### config.mk
export PLATFORM = sky130hd
export DESIGN_NAME = popcount_ternary_seq_flat
export DESIGN_NICKNAME = d
export VERILOG_FILES = /design/src/rtl/popcount_ternary_seq_if.sv /design/src/rtl/popcount_ternary_seq.sv /design/src/flat_wrapper.sv
export SDC_FILE = /design/constraint.sdc
export NUM_CORES = 1
export LEC_CHECK = 0
export BUFFER_PORTS_ARGS = -buffer_cell sky130_fd_sc_hd__buf_2
export CORE_MARGIN = 1.5
export CORE_UTILIZATION = 51
export CTS_CLUSTER_DIAMETER = 150
export DETAILED_ROUTE_END_ITERATION = 6
export PLACE_DENSITY = 0.76
export SLEW_MARGIN = 10
export SYNTH_ARGS = -nofsm -noshare
export SYNTH_HDL_FRONTEND = slang
export SYNTH_SLANG_ARGS = --single-unit
export TNS_END_PERCENT = 5
### constraint.sdc
create_clock -name clk -period 3.3 [get_ports clk]
set_input_delay 0.66 -clock clk [delete_from_list [all_inputs] [get_ports clk]]
set_output_delay 0.66 -clock clk [all_outputs]
set_load 0.05 [all_outputs]
### src/rtl/popcount_ternary_seq_if.sv
// Handshake and data bundle for popcount_ternary_seq.
// The master side offers transactions and consumes results; the slave side
// is the popcount controller.
interface popcount_ternary_seq_if #(
  parameter int N_IN = 9
);
  localparam int CW = $clog2(N_IN + 1);

  logic                 in_valid;
  logic                 in_ready;
  logic [N_IN-1:0]      in_pos;
  logic [N_IN-1:0]      in_neg;
  logic signed [CW:0]   thresh;
  logic                 out_valid;
  logic                 out_ready;
  logic signed [CW:0]   out_diff;
  logic                 out_fire;
  logic                 busy;

  modport master (
    output in_valid, in_pos, in_neg, thresh, out_ready,
    input  in_ready, out_valid, out_diff, out_fire, busy
  );

  modport slave (
    input  in_valid, in_pos, in_neg, thresh, out_ready,
    output in_ready, out_valid, out_diff, out_fire, busy
  );
endinterface

### src/rtl/popcount_ternary_seq.sv
// Ternary neuron evaluator: time-shares one 3-input popcount slice over the
// positive and negative match vectors (3 bits per cycle) and reports
// pos_count - neg_count. Optional threshold compare is enabled by defining
// POPCNT_TERN_THRESH_EN; without it out_fire is tied low and thresh is ignored.
module popcount_ternary_seq #(
  parameter int N_IN = 9
) (
  input  logic                  clk,
  input  logic                  rst,
  popcount_ternary_seq_if.slave bus
);
  localparam int K  = (N_IN + 2) / 3;
  localparam int CW = $clog2(N_IN + 1);
  localparam int IW = (K > 1) ? $clog2(K) : 1;
  localparam int PW = 3 * K;

  typedef enum logic [1:0] {S_IDLE, S_POS, S_NEG, S_DONE} state_t;

  state_t             state_q;
  logic [IW-1:0]      idx_q;
  logic [PW-1:0]      pos_q, neg_q;
  logic [CW-1:0]      acc_pos_q, acc_neg_q;
  logic signed [CW:0] diff_q;
  logic               fire_q;
  logic               in_ready_q, out_valid_q, busy_q;

  // Vectors are shifted right as they are consumed, so the active chunk is
  // always the low 3 bits; zero padding at the MSB end fills in naturally.
  logic [2:0]         chunk;
  logic [1:0]         cnt;
  logic [CW-1:0]      acc_neg_fin;
  logic signed [CW:0] diff_fin;
  logic               last;

  // Shared full-adder slice plus the final subtract used on the last NEG cycle
  always_comb begin
    chunk       = (state_q == S_NEG) ? neg_q[2:0] : pos_q[2:0];
    cnt         = {(chunk[0] & chunk[1]) | (chunk[0] & chunk[2]) | (chunk[1] & chunk[2]),
                   ^chunk};
    acc_neg_fin = acc_neg_q + CW'(cnt);
    diff_fin    = $signed({1'b0, acc_pos_q}) - $signed({1'b0, acc_neg_fin});
    last        = (idx_q == IW'(K - 1));
  end

`ifdef POPCNT_TERN_THRESH_EN
  logic signed [CW:0] thr_q;
`else
  logic unused_thresh;
  assign unused_thresh = ^bus.thresh;
`endif

  // Controller FSM with registered handshake and result outputs
  always_ff @(posedge clk or posedge rst) begin
    if (rst) begin
      state_q     <= S_IDLE;
      idx_q       <= '0;
      pos_q       <= '0;
      neg_q       <= '0;
      acc_pos_q   <= '0;
      acc_neg_q   <= '0;
      diff_q      <= '0;
      fire_q      <= 1'b0;
      in_ready_q  <= 1'b1;
      out_valid_q <= 1'b0;
      busy_q      <= 1'b0;
`ifdef POPCNT_TERN_THRESH_EN
      thr_q       <= '0;
`endif
    end else begin
      case (state_q)
        S_IDLE: begin
          if (bus.in_valid && in_ready_q) begin
            pos_q      <= PW'(bus.in_pos);
            neg_q      <= PW'(bus.in_neg);
`ifdef POPCNT_TERN_THRESH_EN
            thr_q      <= bus.thresh;
`endif
            acc_pos_q  <= '0;
            acc_neg_q  <= '0;
            idx_q      <= '0;
            in_ready_q <= 1'b0;
            busy_q     <= 1'b1;
            state_q    <= S_POS;
          end
        end
        S_POS: begin
          acc_pos_q <= acc_pos_q + CW'(cnt);
          pos_q     <= pos_q >> 3;
          if (last) begin
            idx_q   <= '0;
            state_q <= S_NEG;
          end else begin
            idx_q   <= idx_q + 1'b1;
          end
        end
        S_NEG: begin
          acc_neg_q <= acc_neg_fin;
          neg_q     <= neg_q >> 3;
          if (last) begin
            idx_q       <= '0;
            diff_q      <= diff_fin;
`ifdef POPCNT_TERN_THRESH_EN
            fire_q      <= (diff_fin >= thr_q);
`endif
            out_valid_q <= 1'b1;
            state_q     <= S_DONE;
          end else begin
            idx_q       <= idx_q + 1'b1;
          end
        end
        S_DONE: begin
          // Result stays put until the consumer takes it
          if (bus.out_ready) begin
            out_valid_q <= 1'b0;
            in_ready_q  <= 1'b1;
            busy_q      <= 1'b0;
            state_q     <= S_IDLE;
          end
        end
        default: state_q <= S_IDLE;
      endcase
    end
  end

  assign bus.in_ready  = in_ready_q;
  assign bus.out_valid = out_valid_q;
  assign bus.out_diff  = diff_q;
  assign bus.busy      = busy_q;
`ifdef POPCNT_TERN_THRESH_EN
  assign bus.out_fire  = fire_q;
`else
  assign bus.out_fire  = 1'b0;
  logic unused_fire;
  assign unused_fire = fire_q;
`endif

endmodule

### src/flat_wrapper.sv
// flat-port wrapper written by rule: the top's interface ports become plain ports
module popcount_ternary_seq_flat 
#(
  parameter int N_IN = 9
)
  (clk, rst, bus_in_valid, bus_in_pos, bus_in_neg, bus_thresh, bus_out_ready, bus_in_ready, bus_out_valid, bus_out_diff, bus_out_fire, bus_busy);
  popcount_ternary_seq_if #(.N_IN(N_IN)) bus_i ();
  input  logic clk;
  input  logic rst;
  input wire logic [$bits(bus_i.in_valid)-1:0] bus_in_valid;
  input wire logic [$bits(bus_i.in_pos)-1:0] bus_in_pos;
  input wire logic [$bits(bus_i.in_neg)-1:0] bus_in_neg;
  input wire logic [$bits(bus_i.thresh)-1:0] bus_thresh;
  input wire logic [$bits(bus_i.out_ready)-1:0] bus_out_ready;
  output wire logic [$bits(bus_i.in_ready)-1:0] bus_in_ready;
  output wire logic [$bits(bus_i.out_valid)-1:0] bus_out_valid;
  output wire logic [$bits(bus_i.out_diff)-1:0] bus_out_diff;
  output wire logic [$bits(bus_i.out_fire)-1:0] bus_out_fire;
  output wire logic [$bits(bus_i.busy)-1:0] bus_busy;
  assign bus_i.in_valid = bus_in_valid;
  assign bus_i.in_pos = bus_in_pos;
  assign bus_i.in_neg = bus_in_neg;
  assign bus_i.thresh = bus_thresh;
  assign bus_i.out_ready = bus_out_ready;
  assign bus_in_ready = bus_i.in_ready;
  assign bus_out_valid = bus_i.out_valid;
  assign bus_out_diff = bus_i.out_diff;
  assign bus_out_fire = bus_i.out_fire;
  assign bus_busy = bus_i.busy;
  popcount_ternary_seq #(.N_IN(N_IN)) u_core (.clk(clk), .rst(rst), .bus(bus_i));
endmodule
After elaboration in Yosys (flattened, before gate mapping)
Cells that the tools add are included.
- register bits: 38
- equal/unequal tests: 8
- muxes and demuxes: 24
- bitwise gates (word level): 5
- add/subtract/negate cells: 4
- reduce and logical (&&, ||, !) cells: 16
- operator list (kind ; count):
    9-bit case mux with 2 select lines ; 2
    9-bit 2-to-1 mux ; 2
    4-bit case mux with 2 select lines ; 2
    2-bit 2-to-1 mux ; 6
    2-bit nonzero test ; 5
    4-bit by 2-bit adder with 4-bit output ; 2
    2-bit case mux with 4 select lines ; 1
    2-bit AND reduction ; 4
    2-bit == test (second input constant) ; 3
    2-bit by 1-bit inequality test with 1-bit output (second input constant) ; 3
    1-bit case mux with 2 select lines ; 3
    3-bit AND reduction ; 2
    1-bit 2-to-1 mux ; 5
    4-bit by 4-bit subtractor with 5-bit output ; 1
    4-bit 2-to-1 mux ; 1
    2-bit case mux with 2 select lines ; 1
    4-bit AND reduction ; 1
    1-bit bitwise AND ; 3
    3-bit 2-to-1 mux ; 1
    3-bit parity ; 1
    2-bit by 1-bit adder with 2-bit output (second input constant) ; 1
    2-bit by 1-bit == test with 1-bit output (second input constant) ; 1
    2-bit zero test ; 1
    2-bit inequality test (second input constant) ; 1
    other kinds (3) ; 4

Longest topological paths before layout
Gate-level depths: netlist (run 1).
- word-level depth: 7
- depth in mapped cells: 15
- depth with buffers taken out: 13

Worst setup path before layout (run 1)
No wires, ideal clock.
- path type: register to register
- start point: register u_core.state_q[0]
- end point: register u_core.diff_q[3], in the netlist u_core.bus.out_diff[3]
- slack: -0.202 ns
- stages on the path, launching flop included: 16
- period minus slack after synthesis: 3.502 ns
- required time: 3.213 ns
- arrival time: 3.416 ns
- cell sequence: dfrtp_1 > inv_1 > ha_1 > buf_2 > buf_2 > mux2i_1 > fa_1 > inv_1 > ha_1 > inv_1 > fa_1 > xor2_1 > ha_1 > a21oi_1 > a211o_1 > o211ai_1
- word-level cells in the longest chain between the ends: 7
- ends and longest elaborated chain (item ; line ; RTL):
    start, declared ; popcount_ternary_seq.sv:19 ; state_t state_q;
    start signal, assigned ; popcount_ternary_seq.sv:55 ; state_q <= S_IDLE;
    start signal, assigned ; popcount_ternary_seq.sv:83 ; state_q <= S_POS;
    start signal, assigned ; popcount_ternary_seq.sv:91 ; state_q <= S_NEG;
    2-bit == test * ; popcount_ternary_seq.sv:37, popcount_ternary_seq.sv:70 ;
    3-bit 2-to-1 mux ; popcount_ternary_seq.sv:37 ; chunk = (state_q == S_NEG) ? neg_q[2:0] : pos_q[2:0];
    1-bit bitwise AND ; popcount_ternary_seq.sv:38 ; cnt = {(chunk[0] & chunk[1]) | (chunk[0] & chunk[2]) | (chunk[1] & chunk[2]),
    1-bit bitwise OR (2 in a row) ; popcount_ternary_seq.sv:38 ;
    4-bit by 2-bit adder with 4-bit output ; popcount_ternary_seq.sv:40 ; acc_neg_fin = acc_neg_q + CW'(cnt);
    4-bit by 4-bit subtractor with 5-bit output ; popcount_ternary_seq.sv:41 ; diff_fin = $signed({1'b0, acc_pos_q}) - $signed({1'b0, acc_neg_fin});
    end signal, assigned ; popcount_ternary_seq.sv:101 ; diff_q <= diff_fin;
    end, declared ; popcount_ternary_seq.sv:23 ; logic signed [CW:0] diff_q;
Mark *: on every way between the ends. The rest lies on a longest branch, timed or not.
A chain may end at the register's enable or synchronous reset.

Worst setup path in the final report (run 1)
Same ends and word-level chain as after synthesis.

==> impl_metrics.ini, run 1 <==
[outcome]
status = completed

[logic_synthesis]
ys_warn_count = 0
synth_cells = 198
ys_types = 40
syn_area_per_cell_sq_um = 11.1
synth_area_leaders = dfrtp_1 42%, ha_1 7.4%, mux2_2 6.7%
syn_area_sq_um = 2190
syn_nets = 242
synth_top_area_frac = 0.423
synth_top_area_cell = dfrtp_1
ys_seq_elements = 38
synth-seq-area-share = 0.435
async_flop_share = 1.00
synth_commonest_cells = 37 x dfrtp_1, 22 x o21ai_0, 14 x inv_1, 14 x nand2_1
synth-edff-count = 0
synthFlopType = dfrtp_1
yosysMostFrequentCell = dfrtp_1

[setup_path]
cp-end-kind = flip-flop
critPathKind = reg -> reg
start_kind = flip-flop
cp.required_ns = 3.51
critPathMaxFanout = 5
worstPathArrival_ns = 3.34

[timing]
worstMarginPinSlew_ns = 0.712
fin_tns_setup_ns = 0
final.setup_skew_ns = 0.00870
setup_viol = 0
fmax_mhz = 320
fin_crit_sh = 0.948
setup_ws_ns = 0.172
relSlewSlack = 0.525
slew_violations = 0
report.final.hold_viol_count = 0
min_period_ns = 3.13

[finish]
drive_above_1_share = 0.315
area.growth.synth_to_final_pct = 14.6
fin_cells = 282
diodes = 0
fillerInstances = 321
nNetsFinal = 277
post-route-util = 0.619

[place]
dp_cells = 273
dp_hpwl_mm = 3.09
dpl_worst_slack_ns = 0.0985
io_buffers = 29
gp_congestion = 0.788

[global_routing]
grt_overflow_total = 0
grt_pass1_vias = 1415
grt_max_degree = 39
grt_pass1_wl_mm = 6.64
antenna_found_initial = 0
grt_util_all_layers = 0.196

[min_path]
hold_path.class = in -> async

[routing]
drtIter0Drc = 53
num_vias = 1583
wl_per_cell_um = 15.6
drc = 0
drt_first_pass_iters = 4
viasPerCell = 5.61
wirelength_mm = 4.39
ant_nets = 0

[pwr]
swShare = 0.448
pwr_density_cell_nw_per_um2 = 1200
p_leak_nw = 1.16
comb_power_share = 0.623
p_switching_w = 0.00135
irDropWorstVdd_uv = 708
p_int_w = 0.00166
seq_power_share = 0.274
clock_power_share = 0.103

[floorplan]
rows = 23
core_area_sq_um = 4060
die_w_um = 68.5
die_h_um = 68.5
die_area_sq_um = 4700
ioPinCount = 36
initial_core_util = 0.540

[clock_network]
cts.htree.levels = 2
root_buffer = clkbuf_8
clk_pin_slew_ns = 0.07
clockBufferDepth = 2
cts_sinks = 38
worstSkewPairLatency_ns = 0.29
cts_tree = built
cts_made_buffers = 5

[job]
max-cap-violations = 0
[cell usage in the layout, fill, tap and decap left out, types with 2 or more instances in the layout]
master	netlist	routed
a21oi_1	6	5
inv_1	14	13
mux2_2	13	13
buf_2	4	29
o21ai_0	22	22
nor2_1	5	5
a21o_1	3	3
a32o_1	4	4
ha_1	13	11
a22o_2	3	3
buf_4	1	7
dfrtp_1	37	37
o2bb2ai_1	5	5
o21ai_2	2	2
clkbuf_8	0	6
fa_1	4	3
nor3b_1	2	2
mux2i_1	10	8
nand3b_1	3	3
nor2b_1	7	7
nand3_1	4	4
a22oi_1	2	2
nand2_1	14	14
[worst max-delay path, cell delays in order (launching register included)]
cell and delay [ns]:
dfrtp_1 0.39, inv_2 0.10, ha_4 0.20, mux2i_1 0.23, fa_1 0.43, inv_1 0.10, ha_2 0.19, inv_1 0.05
fa_2 0.36, xor2_1 0.17, ha_1 0.37, nand3b_1 0.12, a211o_1 0.26, o211ai_1 0.08
[area by class of cell]
cell class	count	area, sq um	area share
clock buffers	6	82.6	0.0329
inverters	14	52.6	0.0209
multi-input cells	138	1160	0.463
flip-flops and latches	38	952	0.379
well taps	50	62.6	0.0249
repair buffers	36	198	0.0788
[power groups by stage]
| stage | Clock, W | Combinational, W | Sequential, W |
|---|---|---|---|
| after detailed placement | 0 | 0.00181 | 0.000823 |
| after global routing | 0.000335 | 0.00208 | 0.000850 |
| final | 0.000311 | 0.00188 | 0.000825 |
| after global placement | 0 | 0.00174 | 0.000812 |
| after floorplan | 0 | 0.00136 | 0.000933 |
| after CTS | 0.000321 | 0.00181 | 0.000815 |
[metal layers]
metal	GRT usage	up-vias	wire (um)
met5	0	-	0
met4	0.0800	0	85
met3	0.0487	10	154
met2	0.297	34	2140
met1	0.268	769	2010
li1	-	770	-
[cell families after synthesis]
group | Yosys count | share of synthesized area
buf+inv | 22 | 0.0520
flops | 38 | 0.435
fa+ha+maj | 17 | 0.111
other cells | 1 | 0.00171
xor+xnor | 2 | 0.00800
mux | 24 | 0.119
compound gates | 55 | 0.183
simple gates | 39 | 0.0908
[registers in the layout, summed over array words and instances, names as in the netlist]
signal,count
u_core.acc_neg_q,4
u_core.acc_pos_q,4
u_core.bus.busy,1
u_core.bus.in_ready,1
u_core.bus.out_diff,5
u_core.bus.out_valid,1
u_core.idx_q,2
u_core.neg_q,9
u_core.pos_q,9
u_core.state_q,2
[final timing paths]
| path | startpoint | depth (start not counted) | slack [ns] | end |
|---|---|---|---|---|
| max in group asynchronous | rst | 3 | 2.47 | u_core.bus.in_ready |
| min in group clk | u_core.bus.out_diff[4] | 2 | 0.48 | u_core.bus.out_diff[4] |
| setup / recovery | u_core.state_q[0] | 13 | 0.17 | u_core.bus.out_diff[3] |
| hold / removal | rst | 3 | 0.48 | u_core.bus.out_diff[3] |
| setup reg to reg | u_core.state_q[0] | 13 | 0.17 | u_core.bus.out_diff[3] |
| hold reg to reg | u_core.bus.out_diff[4] | 2 | 0.48 | u_core.bus.out_diff[4] |
[repair_timing]
item	CTS	global route
buffers inserted	0	3
endpoints found under the hold margin	0	0
hold buffers	0	0
gates resized for setup	0	6
setup endpoints to repair	0	2
[stage by stage]
stage          instance area [sq um]  total power (W)  hold slack (ns)
3_5_place_dp                    2370          0.00264            0.471
2_1_floorplan                   2210          0.00230            0.460
3_3_place_gp                    2370          0.00256            0.455
4_1_cts                         2450          0.00295            0.487
6_report                        2510          0.00302            0.478
5_1_grt                         2510          0.00327            0.524
Note: power is estimated with default switching activity, not from simulation.
==> inputs of run 2 (changes only) <==
CORE_UTILIZATION = 60   (was 51)
PLACE_DENSITY = 0.84   (was 0.76)
clock period = 3.78 ns   (was 3.3 ns; I/O delays follow)
==> run 2 against run 1 <==
Global-route usage grew 4.0 points. Highest routed layer unchanged. First-iteration DRC count is 45% higher. Worst hold slack better by 0.0050 ns. Maximum frequency is 10% lower. Clock skew up 0.0013 ns. Critical path depth unchanged. Die area fell by 14%. Sequential share of layout area rose by 1.6 points. Critical path type unchanged. Final cell count decreased by 2.1%. Final area down 4.1%. Power fell by 18%. Wire length down 3.9%.
==> impl_metrics.ini, run 2 (same netlist as run 1, synthesis figures left out) <==
[clock_network]
cts_sinks = 38
post_cts_buffers = 0
postCtsResizedCells = 0
root_buffer = clkbuf_4
cts_tree = built
clk_pin_slew_ns = 0.11
clockBufferDepth = 2
cts_hold_buf = 0
worstSkewPairLatency_ns = 0.34
cts_made_buffers = 5
cts.htree.levels = 2

[floorplan]
ioPinCount = 36
rows = 21
initial_core_util = 0.641
die_area_sq_um = 4020
die_h_um = 63.4
core_area_sq_um = 3420
die_w_um = 63.4

[setup_path]
path_delay_family = adder cells
start_kind = flip-flop
crit_chain = inv_1, ha_2, mux2i_1, fa_1, inv_1, ha_1, inv_1, fa_1, xor2_1, ha_1, a21oi_1, a211o_1, o211ai_1
critPathBufInv = 3
crit_slowest_cell = fa_1
critPathMaxFanout = 8
max_stage_delay_ns = 0.44
cp-end-kind = flip-flop
path_common_cell = inv_1
critPathKind = reg -> reg
r2r_slack_ns = 0.30
worstPathArrival_ns = 3.74
cp.required_ns = 4.04

[timing]
final.setup_skew_ns = 0.00999
fin_crit_sh = 0.920
worstMarginPinSlew_ns = 0.732
setup_viol = 0
rsz0062_at_grt = no
slew_violations = 0
min_period_ns = 3.48
report.final.hold_viol_count = 0
relSlewSlack = 0.512
fin_tns_setup_ns = 0
fmax_mhz = 288
whs_ns = 0.483

[place]
io_buffers = 29
dpl_cell_area_sq_um = 2350
dp_hpwl_mm = 3.15
gp_congestion = 0.772

[finish]
post-route-util = 0.704
diodes = 0
nNetsFinal = 273
final_area_sq_um = 2410
final_cell_mix = 37 x dfrtp_1, 29 x buf_2, 22 x o21ai_0, 14 x nand2_1, 14 x inv_1
area.growth.synth_to_final_pct = 9.82
drive_above_1_share = 0.270
layout_commonest_cell = dfrtp_1

[routing]
wl_per_cell_um = 15.3
wirelength_mm = 4.21
viasPerCell = 5.82
ant_nets = 0
num_vias = 1607
drt_first_pass_iters = 4
drc = 0
drtIter0Drc = 77

[global_routing]
grt_util_all_layers = 0.236
grt_pass1_vias = 1630
grt_pass1_wl_mm = 7.46
grt_overflow_total = 0
antenna_found_initial = 0
grt_max_degree = 39

[pwr]
comb_power_share = 0.633
seq_power_share = 0.285
p_leak_nw = 1.13
p_switching_w = 0.00115
p_int_w = 0.00133
clock_power_share = 0.082
pwr_density_cell_nw_per_um2 = 1030
swShare = 0.464
irDropWorstVdd_uv = 611

[job]
max-cap-violations = 0

[min_path]
hold_path.class = reg -> reg

[outcome]
status = completed
## run 2: cell count changes in the layout (fill, tap and decap cells not counted), moves of 2 or more
cell      before  now
buf_4          7    3
clkbuf_1       0    3
clkbuf_4       0    5
clkbuf_8       6    0
mux2i_1        8   10
## run 2: worst min-delay path: cells and delay by family, from the launching register on
family           cells  cell delay, ns
AND/OR/NAND/NOR      1            0.05
AO/OA/AOI/OAI        1            0.05
flip-flops           1            0.35
## run 2: routing by layer
layer  vias up  GRT usage  wire length, um  part of all wire
li1        769          -                -                 -
met5         -          0                0                 0
met1       790      0.311             1840              0.44
met4         0     0.0842              109             0.026
met3        13     0.0357              144             0.034
met2        35      0.397             2120              0.50
## run 2: layout make-up
class	instances	area [sq um]
Multi-Input combinational cell	138	1130
Fill cell	267	1010
Inverter	14	52.6
Timing Repair Buffer	32	168
Tap cell	46	57.6
Sequential cell	38	952
Clock buffer	8	48.8
## run 2: power by group through the flow
stage                     clock network, W  logic (W)  registers [W]
after floorplan                          0    0.00116       0.000813
after global placement                   0    0.00150       0.000706
after detailed placement                 0    0.00158       0.000715
after CTS                         0.000203    0.00158       0.000707
after global routing              0.000219    0.00177       0.000732
final                             0.000202    0.00157       0.000708
## run 2: worst paths after layout
kind / to / from / cells after the start
max in group asynchronous: u_core.bus.in_ready / rst / 3
min in group asynchronous: u_core.pos_q[2] / rst / 3
setup / recovery: u_core.bus.out_diff[3] / u_core.state_q[0] / 13
setup reg to reg: u_core.bus.out_diff[3] / u_core.state_q[0] / 13
hold / removal: u_core.bus.out_diff[4] / u_core.bus.out_diff[4] / 2
hold reg to reg: u_core.bus.out_diff[4] / u_core.bus.out_diff[4] / 2
## run 2: stage by stage
| stage | power [W] | worst slack [ns] | cells |
|---|---|---|---|
| floorplan | 0.00198 | 0.278 | 198 |
| global placement | 0.00220 | 0.366 | 268 |
| detailed placement | 0.00229 | 0.274 | 268 |
| CTS | 0.00249 | 0.228 | 276 |
| global route | 0.00272 | 0.0608 | 276 |
| finish | 0.00248 | 0.303 | 276 |
==> inputs of run 3 (changes only) <==
CORE_UTILIZATION = 56   (was 60)
MAX_ROUTING_LAYER = met4   (was unset)
PLACE_DENSITY = 0.79   (was 0.84)
clock period = 3.9 ns   (was 3.78 ns; I/O delays follow)
==> run 3 against run 2 <==
Final cell count up 0.72%. Critical path depth is the same. Register-to-register slack better by 0.07 ns. Clock-buffer cell count fell by 1. First-iteration DRC count rose by 13%. Critical endpoint unchanged. Worst hold slack lost 0.0056 ns. Non-clock buffer count is the same. Via count is 3.0% lower. Die area rose by 6.8%. Clock skew is 0.0053 ns lower.
==> impl_metrics.ini, run 3 (same netlist as run 1, synthesis figures left out) <==
[outcome]
status = completed

[timing]
report.final.hold_viol_count = 0
whs_ns = 0.477
fin_crit_sh = 0.903
rsz0062_at_grt = no
fin_tns_setup_ns = 0
min_period_ns = 3.52
worstMarginPinSlew_ns = 0.703
setup_ws_ns = 0.378
final.setup_skew_ns = 0.00474
relSlewSlack = 0.532
setup_viol = 0
slew_violations = 0
fmax_mhz = 284

[setup_path]
worstPathArrival_ns = 3.73
crit_chain = inv_1, ha_2, mux2i_1, fa_1, inv_1, ha_1, inv_1, fa_1, xor2_1, ha_1, a21oi_1, a211o_1, o211ai_1
critPathKind = reg -> reg
start_kind = flip-flop
critPathMaxFanout = 10
max_stage_delay_ns = 0.42
path_common_cell = inv_1
crit_slowest_cell = fa_1
cp.required_ns = 4.11
cp-end-kind = flip-flop

[place]
dpl_worst_slack_ns = 0.278
gp_congestion = 0.809
io_buffers = 29
dp_hpwl_mm = 2.98

[floorplan]
ioPinCount = 36
core_area_sq_um = 3720
rows = 22
initial_core_util = 0.590
die_w_um = 65.5
die_h_um = 65.5
die_area_sq_um = 4300

[global_routing]
grt_max_degree = 39
grt_overflow_total = 0
antenna_found_initial = 0
grt_pass1_wl_mm = 7.14
grt_util_all_layers = 0.229
grt_pass1_vias = 1556

[pwr]
p_leak_nw = 1.15
pwr_density_cell_nw_per_um2 = 1010
irDropWorstVdd_uv = 610

[routing]
wirelength_mm = 4.10
ant_nets = 0
drc = 0
wl_per_cell_um = 14.7
drtIter0Drc = 87
num_vias = 1559
drt_first_pass_iters = 4
viasPerCell = 5.61

[finish]
layout_commonest_cell = dfrtp_1
diodes = 0
fillerInstances = 310
nNetsFinal = 273
final_cell_mix = 37 x dfrtp_1, 29 x buf_2, 22 x o21ai_0, 14 x nand2_1, 14 x inv_1
drive_above_1_share = 0.278
area.growth.synth_to_final_pct = 11.9

[clock_network]
cts_hold_buf = 0
clockBufferDepth = 2
cts_sinks = 38
worstSkewPairLatency_ns = 0.29
post_cts_buffers = 0
root_buffer = clkbuf_8
cts.htree.levels = 2
cts_made_buffers = 5
postCtsResizedCells = 0
clk_pin_slew_ns = 0.07
cts_tree = built

[job]
max-cap-violations = 0

[min_path]
hold_path.class = reg -> reg
==> run 3: cell count changes in the layout (fill, tap and decap cells not counted) <==
cell      delta
clkbuf_1     -2
clkbuf_4     -5
clkbuf_8     +6
clkinv_2     +1
==> run 3: cell type report <==
| class | count | area (sq um) | share of cell area |
|---|---|---|---|
| multi-input combinational | 138 | 1130 | 0.460 |
| sequential | 38 | 952 | 0.388 |
| timing repair buffer | 32 | 168 | 0.0684 |
| clock buffer | 7 | 86.3 | 0.0352 |
| tap | 48 | 60.1 | 0.0245 |
| inverter | 14 | 52.6 | 0.0214 |
| clock inverter | 1 | 5.00 | 0.00204 |
==> run 3: path summary, 6_finish.rpt <==
check | start | to | slack (ns) | depth (start not counted)
min in group asynchronous | rst | u_core.pos_q[6] | 0.58 | 3
setup / recovery | u_core.state_q[0] | u_core.bus.out_diff[3] | 0.38 | 13
hold / removal | u_core.bus.out_diff[4] | u_core.bus.out_diff[4] | 0.48 | 2
hold reg to reg | u_core.bus.out_diff[4] | u_core.bus.out_diff[4] | 0.48 | 2
max in group asynchronous | rst | u_core.bus.in_ready | 2.95 | 3
setup reg to reg | u_core.state_q[0] | u_core.bus.out_diff[3] | 0.38 | 13
==> run 3: routing by layer <==
metal	track usage	up-vias	part of all wire
li1	-	765	-
met1	0.292	756	0.47
met2	0.358	26	0.47
met3	0.0411	12	0.030
met4	0.104	0	0.023
met5	-	-	0
==> run 3: power breakdown <==
group          total (W)  internal [W]  switching, W
logic            0.00150      0.000650      0.000855
registers       0.000685      0.000566      0.000119
clock network   0.000279      0.000143      0.000136
total            0.00247       0.00136       0.00111
==> run 3: through the flow <==
step            util  power (W)  instances  area, sq um
6_report       0.660    0.00247        278         2450
3_5_place_dp   0.634    0.00220        270         2360
5_1_grt        0.660    0.00272        278         2450
2_1_floorplan      -    0.00192        198         2190
3_3_place_gp   0.634    0.00215        270         2360
4_1_cts        0.659    0.00249        278         2450
==> run 3: critical path: cells and delay by family (launching register included) <==
family | cells | cell delay, ns
adders and majority gates | 5 | 1.75
AOI/OAI and AO/OA | 3 | 0.48
DFF | 1 | 0.41
buffers and inverters | 3 | 0.31
muxes | 1 | 0.29
xor gates and xnor gates | 1 | 0.20
